**src/rtl/mux_pkg.sv**
```systemverilog
// Shared constants and index helpers for the arbitrated N-to-1 mux.
package mux_pkg;

    localparam int MODE_FIXED = 0;
    localparam int MODE_RR    = 1;

    // (base + off) mod n, valid for base < n and off < n.
    function automatic int wrap_add(input int base, input int off, input int n);
        int sum;
        sum = base + off;
        return (sum >= n) ? sum - n : sum;
    endfunction

endpackage

```
**src/rtl/rr_arbiter.sv**
```systemverilog
// Round-robin priority search: first requester at or above ptr, wrapping N-1 -> 0.
module rr_arbiter
    import mux_pkg::*;
#(
    parameter int N = 4
) (
    input  logic [N-1:0]         req,
    input  logic [$clog2(N)-1:0] ptr,
    output logic [N-1:0]         gnt,
    output logic [$clog2(N)-1:0] gnt_idx
);

    localparam int IW = $clog2(N);

    logic          found;
    logic [IW-1:0] cand;

    always_comb begin
        // NOTE: every output gets a default before the search so no latch is inferred.
        gnt     = '0;
        gnt_idx = '0;
        found   = 1'b0;
        cand    = '0;
        for (int k = 0; k < N; k++) begin
            cand = IW'(wrap_add(int'(ptr), k, N));
            if (!found && req[cand]) begin
                found       = 1'b1;
                gnt[cand]   = 1'b1;
                gnt_idx     = cand;
            end
        end
    end

endmodule

```
**src/rtl/arb_mux_n.sv**
```systemverilog
// N-channel valid/ready mux with a single output register, fixed-select or round-robin grant.
module arb_mux_n
    import mux_pkg::*;
#(
    parameter int WIDTH = 32,
    parameter int N     = 4,
    parameter int MODE  = MODE_RR
) (
    input  logic                 clk,
    input  logic                 rst_n,
    input  logic [N-1:0]         in_valid,
    input  logic [N*WIDTH-1:0]   in_data,
    output logic [N-1:0]         in_ready,
    input  logic [$clog2(N)-1:0] sel,
    output logic                 out_valid,
    output logic [WIDTH-1:0]     out_data,
    output logic [$clog2(N)-1:0] out_ch,
    input  logic                 out_ready
);

    localparam int IW = $clog2(N);

    logic             out_valid_q, out_valid_d;
    logic [WIDTH-1:0] out_data_q,  out_data_d;
    logic [IW-1:0]    out_ch_q,    out_ch_d;
    logic [IW-1:0]    ptr_q,       ptr_d;

    logic             load_en;
    logic [N-1:0]     rr_gnt;
    logic [IW-1:0]    rr_idx;
    logic [N-1:0]     fix_gnt;
    logic [N-1:0]     gnt;
    logic [IW-1:0]    gnt_idx;
    logic             grant;
    logic [WIDTH-1:0] mux_data;

    rr_arbiter #(.N(N)) u_rr_arbiter (
        .req     (in_valid),
        .ptr     (ptr_q),
        .gnt     (rr_gnt),
        .gnt_idx (rr_idx)
    );

    // A select value with no matching channel (including sel >= N) yields no grant.
    always_comb begin
        fix_gnt = '0;
        for (int i = 0; i < N; i++) begin
            if (sel == IW'(i) && in_valid[i]) begin
                fix_gnt[i] = 1'b1;
            end
        end
    end

    assign load_en = !out_valid_q || out_ready;

    // out_ready only reaches the grant through load_en; reset masks in_ready immediately.
    always_comb begin
        gnt     = '0;
        gnt_idx = '0;
        if (load_en && rst_n) begin
            if (MODE == MODE_FIXED) begin
                gnt     = fix_gnt;
                gnt_idx = sel;
            end else begin
                gnt     = rr_gnt;
                gnt_idx = rr_idx;
            end
        end
    end

    assign grant    = |gnt;
    assign in_ready = gnt;

    always_comb begin
        mux_data = '0;
        for (int i = 0; i < N; i++) begin
            mux_data = mux_data | ({WIDTH{gnt[i]}} & in_data[i*WIDTH +: WIDTH]);
        end
    end

    // A drain and a reload on the same edge collapse into the grant branch: no bubble.
    always_comb begin
        out_valid_d = out_valid_q;
        out_data_d  = out_data_q;
        out_ch_d    = out_ch_q;
        ptr_d       = ptr_q;
        if (grant) begin
            out_valid_d = 1'b1;
            out_data_d  = mux_data;
            out_ch_d    = gnt_idx;
            if (MODE == MODE_RR) begin
                ptr_d = IW'(wrap_add(int'(gnt_idx), 1, N));
            end
        end else if (out_ready) begin
            out_valid_d = 1'b0;
        end
    end

    always_ff @(posedge clk or negedge rst_n) begin
        if (!rst_n) begin
            out_valid_q <= 1'b0;
            out_data_q  <= '0;
            out_ch_q    <= '0;
            ptr_q       <= '0;
        end else begin
            // NOTE: state registers use non-blocking assignment so all flops sample together.
            out_valid_q <= out_valid_d;
            out_data_q  <= out_data_d;
            out_ch_q    <= out_ch_d;
            ptr_q       <= ptr_d;
        end
    end

    assign out_valid = out_valid_q;
    assign out_data  = out_data_q;
    assign out_ch    = out_ch_q;

    a_ready_onehot: assert property (@(posedge clk) disable iff (!rst_n) $onehot0(in_ready));

    a_hold_stable: assert property (@(posedge clk) disable iff (!rst_n)
        (out_valid_q && !out_ready) |=> (out_valid_q && $stable(out_data_q) && $stable(out_ch_q)));

endmodule

```
**config.mk**
```make
export PLATFORM = sky130hd
export DESIGN_NAME = arb_mux_n
export DESIGN_NICKNAME = d
export VERILOG_FILES = /design/src/rtl/mux_pkg.sv /design/src/rtl/rr_arbiter.sv /design/src/rtl/arb_mux_n.sv
export SDC_FILE = /design/constraint.sdc
export NUM_CORES = 1
export LEC_CHECK = 0
export CAP_MARGIN = 20
export CORE_MARGIN = 2
export CORE_UTILIZATION = 45
export DETAILED_ROUTE_END_ITERATION = 8
export DONT_BUFFER_PORTS = 1
export PLACE_DENSITY_LB_ADDON = 0.1
export RECOVER_POWER = 100
export SLEW_MARGIN = 30
export SYNTH_ARGS = -nofsm -noshare
export SYNTH_HDL_FRONTEND = slang
export SYNTH_HIERARCHICAL = 1
export SYNTH_SLANG_ARGS = --single-unit
```
**constraint.sdc**
```tcl
create_clock -name clk -period 6.5 [get_ports clk]
set_clock_uncertainty 0.05 [all_clocks]
set_input_delay 0.325 -clock clk [delete_from_list [all_inputs] [get_ports clk]]
set_output_delay 0.325 -clock clk [all_outputs]
set_load 0.05 [all_outputs]
```
Yosys cells after proc, flatten, opt, wreduce, memory -nomap -nowiden
Cells that the tools add are included.
{ "totals": {"ff_bits": 37, "input_bits": 137, "out_inout_bits": 39, "wordCells": 87} }
{ "op_classes": {"add_sub_neg": 9, "n_lt_le_gt_ge": 13, "muxes": 36, "bitwise": 10, "n_reduce_logical": 15} }
{ "op_table": {"columns": ["op", "n"], "rows": [
  ["bitwise AND 32 bit", 4],
  ["OR 32 bit", 3],
  ["two-way mux 2 bit", 10],
  ["two-way mux 4 bit", 5],
  ["two-way mux 1 bit", 13],
  [">= comparator 3 bit, second input constant", 4],
  ["< comparator 2 x 3 -> 1 bit, second input constant", 4],
  ["OR 4 bit", 3],
  ["subtractor 2 x 1 -> 2 bit, second input constant", 5],
  ["binary-select mux 1 bit (select 2 bit)", 4],
  ["demux 1 bit (select 2 bit)", 4],
  [">= comparator 2 x 1 -> 1 bit, second input constant", 4],
  ["logical AND 1 bit", 8],
  ["adder 2 x 1 -> 3 bit, second input constant", 2],
  ["adder 2 x 2 -> 3 bit, second input constant", 2],
  ["logical NOT 1 bit", 4],
  ["OR reduction 4 bit", 1],
  [">= comparator 2 x 3 -> 1 bit, second input constant", 1],
  ["nonzero test 2 bit", 1],
  ["logical OR 1 bit", 1]
]} }

Logic depth before layout (Yosys ltp)
Gate-level depths: netlist of the first run.
{ "depth": {"ltp_word": 19, "ltp_mapped": 13, "depth_no_buf": 10} }

Modules after synthesis
The synthesis of the first run kept the hierarchy.
{ "modules_own_cells": {"columns": ["module", "n_inst", "cells_each", "area_per_inst_um2", "seq_area_each_um2"], "rows": [
  ["arb_mux_n", 1, 170, 1996.9, 925.9],
  ["rr_arbiter", 1, 46, 419.2, 0.0]
]} }

Worst setup path after synthesis of the first run
Ideal clock, no wire load.
{ "synth_path": {"path_kind": "flip-flop to output port", "from": "reg ptr_q[0]", "to": "out in_ready[2]", "arrival_ns": 2.924, "t_required_ns": 6.125, "path_slack_ns": 3.201, "path_stages_with_launch": 11, "path_buffers": 3, "cell_sequence": "dfrtp_1 buf_2 inv_1 ha_1 mux4_2 nor3_4 a22oi_1 o21ai_1 clkbuf_1 clkbuf_1 and3_1"} }
{ "synth_between": {"elab_chain_cells": 15, "word_cells_on_any_way": 60, "classes_between": "7 x add/sub; 12 x order compare; 28 x mux; 3 x bitwise; 10 x reduce/logical"} }
{ "synth_lines": {"columns": ["item", "line", "rtl"], "rows": [
  ["start, declared", "arb_mux_n.sv:26", "logic [IW-1:0] ptr_q, ptr_d;"],
  ["start signal, assigned", "arb_mux_n.sv:110", "ptr_q <= ptr_d;"],
  ["parallel branches: the longest is 13 deep, another holds adder 2 x 1 -> 3 bit", null, null],
  ["two-way mux 4 bit *", "rr_arbiter.sv:26", "if (!found && req[cand]) begin"],
  ["via rr_gnt[2]", "arb_mux_n.sv:29", "logic [N-1:0] rr_gnt;"],
  ["two-way mux 4 bit *", "arb_mux_n.sv:60", "if (load_en && rst_n) begin"],
  ["end, declared", "arb_mux_n.sv:13", "output logic [N-1:0] in_ready,"]
]} }
Mark *: on every way through the listed nets, which the timed path passes. The select of a mux whose other input is x is not followed.

Worst setup path after layout of the first run
{ "layout_path": {"from": "reg ptr_q[0]", "to": "reg ptr_q[1]"} }
{ "layout_between": {"word_cells_on_any_way": 70, "classes_between": "9 x add/sub; 13 x order compare; 34 x mux; 3 x bitwise; 11 x reduce/logical"} }
{ "layout_lines": {"columns": ["item", "line", "rtl"], "rows": [
  ["parallel branches: the longest is 13 deep, another holds adder 2 x 1 -> 3 bit", null, null],
  ["two-way mux 4 bit *", "rr_arbiter.sv:26", null],
  ["via rr_gnt[0]", "arb_mux_n.sv:29", null],
  ["two-way mux 4 bit *", "arb_mux_n.sv:60", null],
  ["OR reduction 4 bit *", "arb_mux_n.sv:71", "assign grant = |gnt;"]
]} }
Marked as above.
A chain may end at the register's enable or synchronous reset.

==> results of run 1 <==
## worst max-delay path, delay by kind of cell (launching register included)
kind / cells / cell delay (ns)
multiplexers: 2 / 0.91
AO/OA/AOI/OAI: 2 / 0.32
flip-flops: 1 / 0.70
buffers and inverters: 2 / 1.27
AND/OR/NAND/NOR: 3 / 1.27
adder cells (fa/ha/maj): 1 / 0.43
## layout by cell type, fill, tap and decap left out, types with 2 or more instances in the layout
| cell | synthesis | final |
|---|---|---|
| mux2i_1 | 3 | 3 |
| clkbuf_8 | 0 | 6 |
| ha_1 | 5 | 5 |
| nor2_1 | 2 | 2 |
| o21ai_2 | 0 | 3 |
| dfrtp_1 | 37 | 37 |
| inv_1 | 3 | 3 |
| mux4_2 | 3 | 3 |
| and3_1 | 5 | 5 |
| a22oi_1 | 8 | 8 |
| o21ai_1 | 6 | 2 |
| buf_4 | 0 | 2 |
| mux2_2 | 2 | 2 |
| nor3_1 | 1 | 2 |
| o21ai_0 | 1 | 2 |
| a221oi_1 | 32 | 32 |
| a22o_1 | 33 | 33 |
| o2bb2ai_1 | 32 | 32 |
| nand2_1 | 3 | 2 |
| clkbuf_1 | 17 | 3 |
## flip-flops by register name (all words and copies together), names as in the netlist
signal     flops
ptr_q          2
out_data      32
out_valid      1
out_ch         2
## where the power goes
group / switching [mW] / internal [mW]
clock: 0.0845 / 0.125
combinational: 0.633 / 0.496
sequential: 0.498 / 0.348
## synthesized netlist by cell type
library cell,instances,area share
dfrtp_1,37,0.38
or4_4,1,0.0047
o21a_1,1,0.0031
o21ai_0,1,0.0021
a221oi_1,32,0.12
mux2_1,1,0.0047
mux4_1,1,0.011
nand2b_4,1,0.0057
o21ai_1,6,0.012
o21bai_1,1,0.0031
nor3_4,1,0.0067
buf_6,4,0.019
a22oi_1,8,0.025
mux4_2,3,0.028
nor2_1,2,0.0031
nand2_1,3,0.0047
mux2i_1,3,0.012
nand3_4,1,0.0073
inv_1,3,0.0047
nand2b_1,1,0.0026
o22ai_1,1,0.0026
a32oi_1,1,0.0036
xor2_1,1,0.0036
and3_1,5,0.013
inv_2,1,0.0016
o2bb2ai_1,32,0.12
nor2b_4,1,0.0057
mux2_2,2,0.0093
o31ai_1,1,0.0031
clkbuf_1,17,0.026
a22o_1,33,0.12
buf_1,1,0.0016
nor3_1,1,0.0021
ha_1,5,0.026
nand3b_1,1,0.0031
buf_2,2,0.0041
## cells by family (layout without fill, tap and decap cells)
family | count (synthesis) | in the layout | share of synthesized area
AOI/OAI and AO/OA | 117 | 117 | 0.407
DFF | 37 | 37 | 0.383
buffers and inverters | 28 | 18 | 0.0570
and+or+nand+nor | 18 | 18 | 0.0585
muxes | 10 | 10 | 0.0653
adders and majority gates | 5 | 5 | 0.0259
xor gates and xnor gates | 1 | 1 | 0.00363
## per-layer routing
layer / up-vias / GRT usage / part of all wire
met5: - / 0 / 0
met4: 0 / 0.0482 / 0.0082
met3: 7 / 0.0635 / 0.084
met2: 134 / 0.413 / 0.52
met1: 1065 / 0.255 / 0.39
li1: 894 / - / -
## through the flow
stage          utilization  hold WS (ns)
2_1_floorplan            -       -0.0206
3_3_place_gp         0.472       -0.0198
3_5_place_dp         0.472       -0.0200
4_1_cts              0.502         0.186
5_1_grt              0.493         0.188
6_report             0.493         0.192
## final cells by class
| type | instances | area share |
|---|---|---|
| flip-flops and latches | 37 | 0.365 |
| clock inverters | 2 | 0.0148 |
| clock buffers | 6 | 0.0326 |
| inverters | 4 | 0.00592 |
| repair buffers | 6 | 0.0143 |
| multi-input cells | 151 | 0.533 |
| well taps | 70 | 0.0345 |
## what timing repair did
item                                    4_1_cts  5_1_grt
buffers inserted                              0        0
hold buffers                                  2        0
endpoints found under the setup margin        0        0
endpoints found under the hold margin        37        0
resized for setup                             0        0
## worst min path at each step
stage                              end  slack (ns)         from  cells after the start
after global routing      out_data[16]        0.19  in_data[80]                      2
after global placement        ptr_q[0]       -0.02        rst_n                      0
after floorplan              out_ch[0]       -0.02        rst_n                      0
after CTS                 out_data[10]        0.19  in_data[74]                      2
final                     out_data[10]        0.19  in_data[74]                      2
after detailed placement      ptr_q[1]       -0.02        rst_n                      0
==> impl_metrics.toml, run 1 <==
[setup_path]
cp.arrival_ns = 5.20
worstSetupEndpointType = "flop"
crit_required_ns = 6.62
path_class = "flop to flop"
reg2reg_to = "ptr_q[1]"
critPathMaxFanout = 37
crit_path_start = "ptr_q[0]"
rrSetupSlack_ns = 1.43
worstSetupStartpointType = "flop"
crit_end = "ptr_q[1]"
reg2reg_from = "ptr_q[0]"
slowest_stage = "clkbuf_1"
max_stage_delay_ns = 1.13
worstPathCellList = "inv_1 > ha_1 > mux4_2 > nor3_1 > a22oi_1 > o21ai_0 > clkbuf_1 > or4_1 > nand3_4 > mux2_1"
rr_worst_depth = 10

[place]
dp_cells = 266
pre_cts_slack_ns = 2.24
dpl.hpwl_mm = 4.83
gp_congestion = 0.750
port_buffers = 0
placed_area_mm2 = 0.00243

[route]
via_per_inst = 7.61
drc_errors = 0
drt_iter0_drc = 72
via_count = 2100
routed_wl_mm = 6.93
ant_nets = 0
routedWlPerCell_um = 25.1
drt-pass1-iter-count = 4

[clock_tree]
clk_latency_ns = 0.29
numCtsBuffers = 5
clock_sinks = 37
cts_tree = "yes"
htreeDepth = 2
clockRootBuffer = "clkbuf_8"
clk_pin_slew_ns = 0.07
clock_path_buffers = 2

[logic_synthesis]
syn_inst = 216
synth_cell_types = 36
ys_seq_elements = 37
ys_seq_area_frac = 0.383
syn_avg_cell_area_um2 = 11.2
yosysWarnings = 6
synth_nets = 358
synth_area_mm2 = 0.00242

[pwr]
powerDensity_mw_per_mm2 = 861
vdd.ir_drop.worst_mv = 0.320
p_total_mw = 2.18
p_leak_nw = 0.982

[grt]
grt_pass1_wl_mm = 10.6
grt_pass1_vias = 2066
track_usage = 0.224
antenna_found_initial = 0
grt-ovfl-total = 0
grt_max_degree = 38

[layout]
area_growth_syn_to_layout_pct = 4.97
final-seq-area_um2 = 926
diodes = 0
multi_input_area_mm2 = 0.00135
final_area_mm2 = 0.00254
layout.nets = 347
drive_above_1_share = 0.112
layout.cells.non_filler = 276
n_fill_cell = 479

[sta]
timing.final.crit_period_ns = 5.07
hold_viol = 0
slew_headroom = -0.331
tightest_slew_ns = 2.00
finalCritPeriodShare = 0.781
setup-tns-final_ns = 0
setup_viol = 0
max_freq_ghz = 0.197
slew_viol_final = 108
rsz0062_at_grt = "false"
setup_slack_ns = 1.43

[floorplanning]
die_width_um = 77.3
initial_core_util = 0.470
rows = 26
die_y_um = 77.3
io_pins = 176
dieArea_mm2 = 0.00597
core_mm2 = 0.00514

[hold_path]
hold_path_class = "input pin to flop"

[outcome]
violations = "max-capacitance violations, max-slew violations"
status = "complete, but fails checks"

[flow_run]
maxCapViolCount = 3
No activity file was read; power rests on OpenSTA's default activity.
==> run 2: changes to the inputs <==
Clock period 6.5 ns to 4.63 ns, I/O delays scaled along.
==> run 2 against run 1 <==
Effect of this change:
- the run still ends with max-capacitance violations, max-slew violations left
- first-iteration DRC count decreased by 11%
- worst hold slack got worse by 0.090 ns
- worst setup slack got worse by 0.80 ns
- wire length decreased by 0.49%
- die area unchanged
- register-to-register slack got worse by 0.76 ns
- sequential share of layout area about the same
- flip-flop and latch count unchanged
- clock power increased by 39%
- combinational power increased by 40%
- sequential power increased by 41%
- largest power group unchanged
==> impl_metrics.toml, run 2 (synthesized netlist as in run 1, its figures left out) <==
[floorplanning]
dieArea_mm2 = 0.00597
initial_core_util = 0.470
core_mm2 = 0.00514
rows = 26
die_y_um = 77.3
io_pins = 176
die_width_um = 77.3

[outcome]
status = "complete, but fails checks"
violations = "max-capacitance violations, max-slew violations"

[layout]
final_area_mm2 = 0.00254
diodes = 0
drive_above_1_share = 0.131
final_common_cell = "dfrtp_1"
final_core_util = 0.494
layout.nets = 347
largest_reg_flops = 32
area_growth_syn_to_layout_pct = 5.07
final-seq-area_um2 = 926
n_fill_cell = 485
layout.cells.non_filler = 276
multi_input_area_mm2 = 0.00136
final_cell_mix = "37 x dfrtp_1, 33 x a22o_1, 32 x a221oi_1, 32 x o2bb2ai_1, 8 x a22oi_1"

[clock_tree]
clock_sinks = 37
cts_tree = "yes"
clk_pin_slew_ns = 0.08
clockRootBuffer = "clkbuf_8"
htreeDepth = 2
numCtsBuffers = 5
clk_latency_ns = 0.28
ctsResizeCount = 0
clock_path_buffers = 2

[sta]
slew_viol_final = 38
timing.final.crit_period_ns = 4.01
setup_viol = 0
setup_slack_ns = 0.622
slew_headroom = -0.340
finalCritPeriodShare = 0.866
hold_viol = 0
tightest_slew_ns = 2.01
rsz0062_at_grt = "false"
hold_ws_ns = 0.102
max_freq_ghz = 0.250
setup-tns-final_ns = 0

[setup_path]
worstSetupStartpointType = "flop"
path_buf_inv = 2
critPathMaxFanout = 33
cp.arrival_ns = 3.73
slowest_stage = "dfrtp_1"
crit_required_ns = 4.35
worstPathCellList = "inv_1 > ha_1 > mux4_2 > nor2b_4 > a22oi_1 > o21ai_0 > clkbuf_2 > and3_1"
max_stage_delay_ns = 0.70
worstSetupEndpointType = "primary output"
path_class = "flop to primary output"
crit_family = "simple AND/OR/NAND/NOR gates"

[pwr]
p_total_mw = 3.06
p_leak_nw = 0.991
vdd.ir_drop.worst_mv = 0.422
powerDensity_mw_per_mm2 = 1210

[route]
drt_iter0_drc = 64
via_count = 2067
routedWlPerCell_um = 25.0
ant_nets = 0
drt-pass1-iter-count = 5
via_per_inst = 7.49
drc_errors = 0
routed_wl_mm = 6.90

[place]
dp_cells = 266
dpl.hpwl_mm = 4.73
pre_cts_slack_ns = 1.01
placed_area_mm2 = 0.00243
gp_congestion = 0.770
port_buffers = 0

[grt]
grt_pass1_wl_mm = 10.5
grt_max_degree = 38
antenna_found_initial = 0
track_usage = 0.218
grt-ovfl-total = 0
grt_pass1_vias = 2117

[hold_path]
hold_path_class = "input pin to flop"

[flow_run]
maxCapViolCount = 1
==> run 2: cell count changes in the layout (fill, tap and decap cells not counted), sizes merged <==
cell	previous run	this run
buf	2	0
clkbuf	9	11
==> run 2: path summary, 6_finish.rpt <==
check                      slack [ns]  depth (start not counted)        start      endpoint
max in group asynchronous        2.35                          2        rst_n   out_data[7]
min                              0.10                          2  in_data[78]  out_data[14]
max reg2reg                      0.67                          8     ptr_q[0]     out_ch[0]
min in group asynchronous        1.03                          2        rst_n      ptr_q[0]
min reg2reg                      0.73                          1     ptr_q[1]      ptr_q[1]
max                              0.62                          8     ptr_q[0]   in_ready[0]
==> run 2: final cells by class <==
type	instances	area share
multi-input cells	151	0.534
flip-flops and latches	37	0.365
well taps	70	0.0345
clock buffers	6	0.0325
clock inverters	2	0.0148
repair buffers	6	0.0133
inverters	4	0.00591
==> run 2: per-layer routing <==
metal | track usage | share of wire | up-vias
li1 | - | - | 893
met1 | 0.243 | 0.38 | 1032
met2 | 0.419 | 0.54 | 132
met3 | 0.0494 | 0.079 | 10
met4 | 0.0446 | 0.0071 | 0
met5 | 0 | 0 | -
==> run 2: report_power, final <==
group          internal [mW]  switching, mW  total [mW]
registers              0.489          0.700        1.19
logic                  0.689          0.896        1.58
clock network          0.175          0.115       0.290
total                   1.35           1.71        3.06
==> run 2: repair_timing <==
action,in CTS,in global routing
endpoints found under the hold margin,37,0
setup buffers,0,0
hold buffers,2,0
==> run 2: worst reg2reg max path, delay by kind of cell, from the launching register on <==
kind / cells / cell delay (ns)
adders and majority gates: 1 / 0.43
buffers and inverters: 1 / 0.14
DFF: 1 / 0.70
muxes: 2 / 0.89
AOI/OAI and AO/OA: 2 / 0.38
and+or+nand+nor: 2 / 1.26
==> run 3: changes to the inputs <==
--- a/constraint.sdc
+++ b/constraint.sdc
@@ -4,2 +4,2 @@
 set_output_delay 0.2315 -clock clk [all_outputs]
-set_load 0.05 [all_outputs]
+set_load 0.01 [all_outputs]
==> run 3 against run 2 <==
Effect of this change:
- non-clock buffer count unchanged
- utilization decreased by 0.68 points
- design area decreased by 1.4%
- largest power group unchanged
- global-route usage increased by 0.34 points
- highest routed layer unchanged
- maximum frequency increased by 3.2%
- the flow still finishes with violations (max-capacitance violations, max-slew violations)
- critical path depth increased by 1
- via count decreased by 0.92%
- flip-flop and latch count unchanged
==> impl_metrics.toml, run 3 (synthesized netlist as in run 1, its figures left out) <==
[grt]
antenna_found_initial = 0
grt-ovfl-total = 0
grt_pass1_wl_mm = 10.6
grt_pass1_vias = 2127
track_usage = 0.221
grt_max_degree = 38

[route]
drc_errors = 0
via_count = 2048
drt_iter0_drc = 89
via_per_inst = 7.42
routed_wl_mm = 6.95
drt-pass1-iter-count = 4
routedWlPerCell_um = 25.2
ant_nets = 0

[sta]
setup_slack_ns = 0.745
hold_ws_ns = 0.103
slew_headroom = -0.341
slew_viol_final = 38
rsz0062_at_grt = "false"
finalCritPeriodShare = 0.839
setup-tns-final_ns = 0
max_freq_ghz = 0.257
tightest_slew_ns = 2.01
hold_viol = 0
setup_viol = 0
timing.final.crit_period_ns = 3.88

[setup_path]
rr_worst_depth = 9
crit_required_ns = 4.75
reg2reg_from = "ptr_q[0]"
critPathMaxFanout = 37
crit_path_start = "ptr_q[0]"
reg2reg_to = "ptr_q[1]"
worstSetupStartpointType = "flop"
rrSetupSlack_ns = 0.75
cp.arrival_ns = 4.00
worstSetupEndpointType = "flop"
path_class = "flop to flop"

[layout]
final_area_mm2 = 0.00250
area_growth_syn_to_layout_pct = 3.63
largest_reg_flops = 32
layout.nets = 347
final_cell_mix = "37 x dfrtp_1, 33 x a22o_1, 32 x a221oi_1, 32 x o2bb2ai_1, 8 x a22oi_1"
final_common_cell = "dfrtp_1"
drive_above_1_share = 0.126
diodes = 0

[floorplanning]
io_pins = 176
die_width_um = 77.3
rows = 26
die_y_um = 77.3
initial_core_util = 0.470
core_mm2 = 0.00514
dieArea_mm2 = 0.00597

[pwr]
powerDensity_mw_per_mm2 = 1000
p_total_mw = 2.51
p_leak_nw = 0.979
vdd.ir_drop.worst_mv = 0.459

[place]
placed_area_mm2 = 0.00243
port_buffers = 0
pre_cts_slack_ns = 0.996
dpl.hpwl_mm = 4.77
gp_congestion = 0.770

[hold_path]
holdPathEnd = "out_data[13]"
min_from = "in_data[77]"
whs_path_depth = 2
hold_path_class = "input pin to flop"

[clock_tree]
htreeDepth = 2
numCtsBuffers = 5
clk_latency_ns = 0.28
clock_sinks = 37
clockRootBuffer = "clkbuf_8"
cts_tree = "yes"
post_cts_buffers = 0
clock_path_buffers = 2
clk_pin_slew_ns = 0.07

[outcome]
status = "complete, but fails checks"
violations = "max-capacitance violations, max-slew violations"

[flow_run]
maxCapViolCount = 1
## run 3: stage by stage
step           instances  utilization
6_report             276        0.487
5_1_grt              276        0.487
4_1_cts              276        0.494
3_5_place_dp         266        0.472
3_3_place_gp         266        0.472
2_1_floorplan        216            -
## run 3: final cells by class
| class | count | area [um2] |
|---|---|---|
| clock buffers | 6 | 72.6 |
| clock inverters | 2 | 10.0 |
| well taps | 70 | 87.6 |
| inverters | 4 | 15.0 |
| fillers | 472 | 2640 |
| flip-flops and latches | 37 | 926 |
| multi-input cells | 151 | 1360 |
| repair buffers | 6 | 33.8 |
## run 3: worst max path at each step
stage	to	slack, ns	cells after the start
floorplan	out_ch[0]	1.45	10
global placement	out_ch[1]	1.15	8
detailed placement	out_ch[0]	1.0	10
CTS	out_ch[0]	1.0	10
global route	ptr_q[1]	0.42	9
finish	ptr_q[1]	0.75	9
## run 3: worst max-delay path: stages (launching register included)
cell and delay (ns):
dfrtp_1 0.70, inv_1 0.14, ha_1 0.43, mux4_2 0.47, nor2b_4 0.23, a22oi_1 0.10, o21ai_0 0.26, or4_4 0.19
nand3_2 0.63, mux2_1 0.57
## run 3: where the power goes
group	switching, mW	internal, mW	leakage, nW
logic	0.866	0.698	0.486
clock network	0.112	0.104	0.0450
registers	0.227	0.500	0.448
total	1.21	1.30	0.979
## run 3: metal layers
metal,track usage,wire length (um),share of wire,vias up
met5,0,0,0,-
met4,0.0393,25,0.0036,0
met3,0.0588,594,0.085,4
met2,0.423,3690,0.53,132
met1,0.246,2640,0.38,1018
li1,-,-,-,894
## run 3: repair_timing
action / in CTS / in global routing
hold endpoints to repair: 37 / 0
endpoints found under the setup margin: 0 / 0
gates resized for setup: 0 / 0
hold buffers: 2 / 0
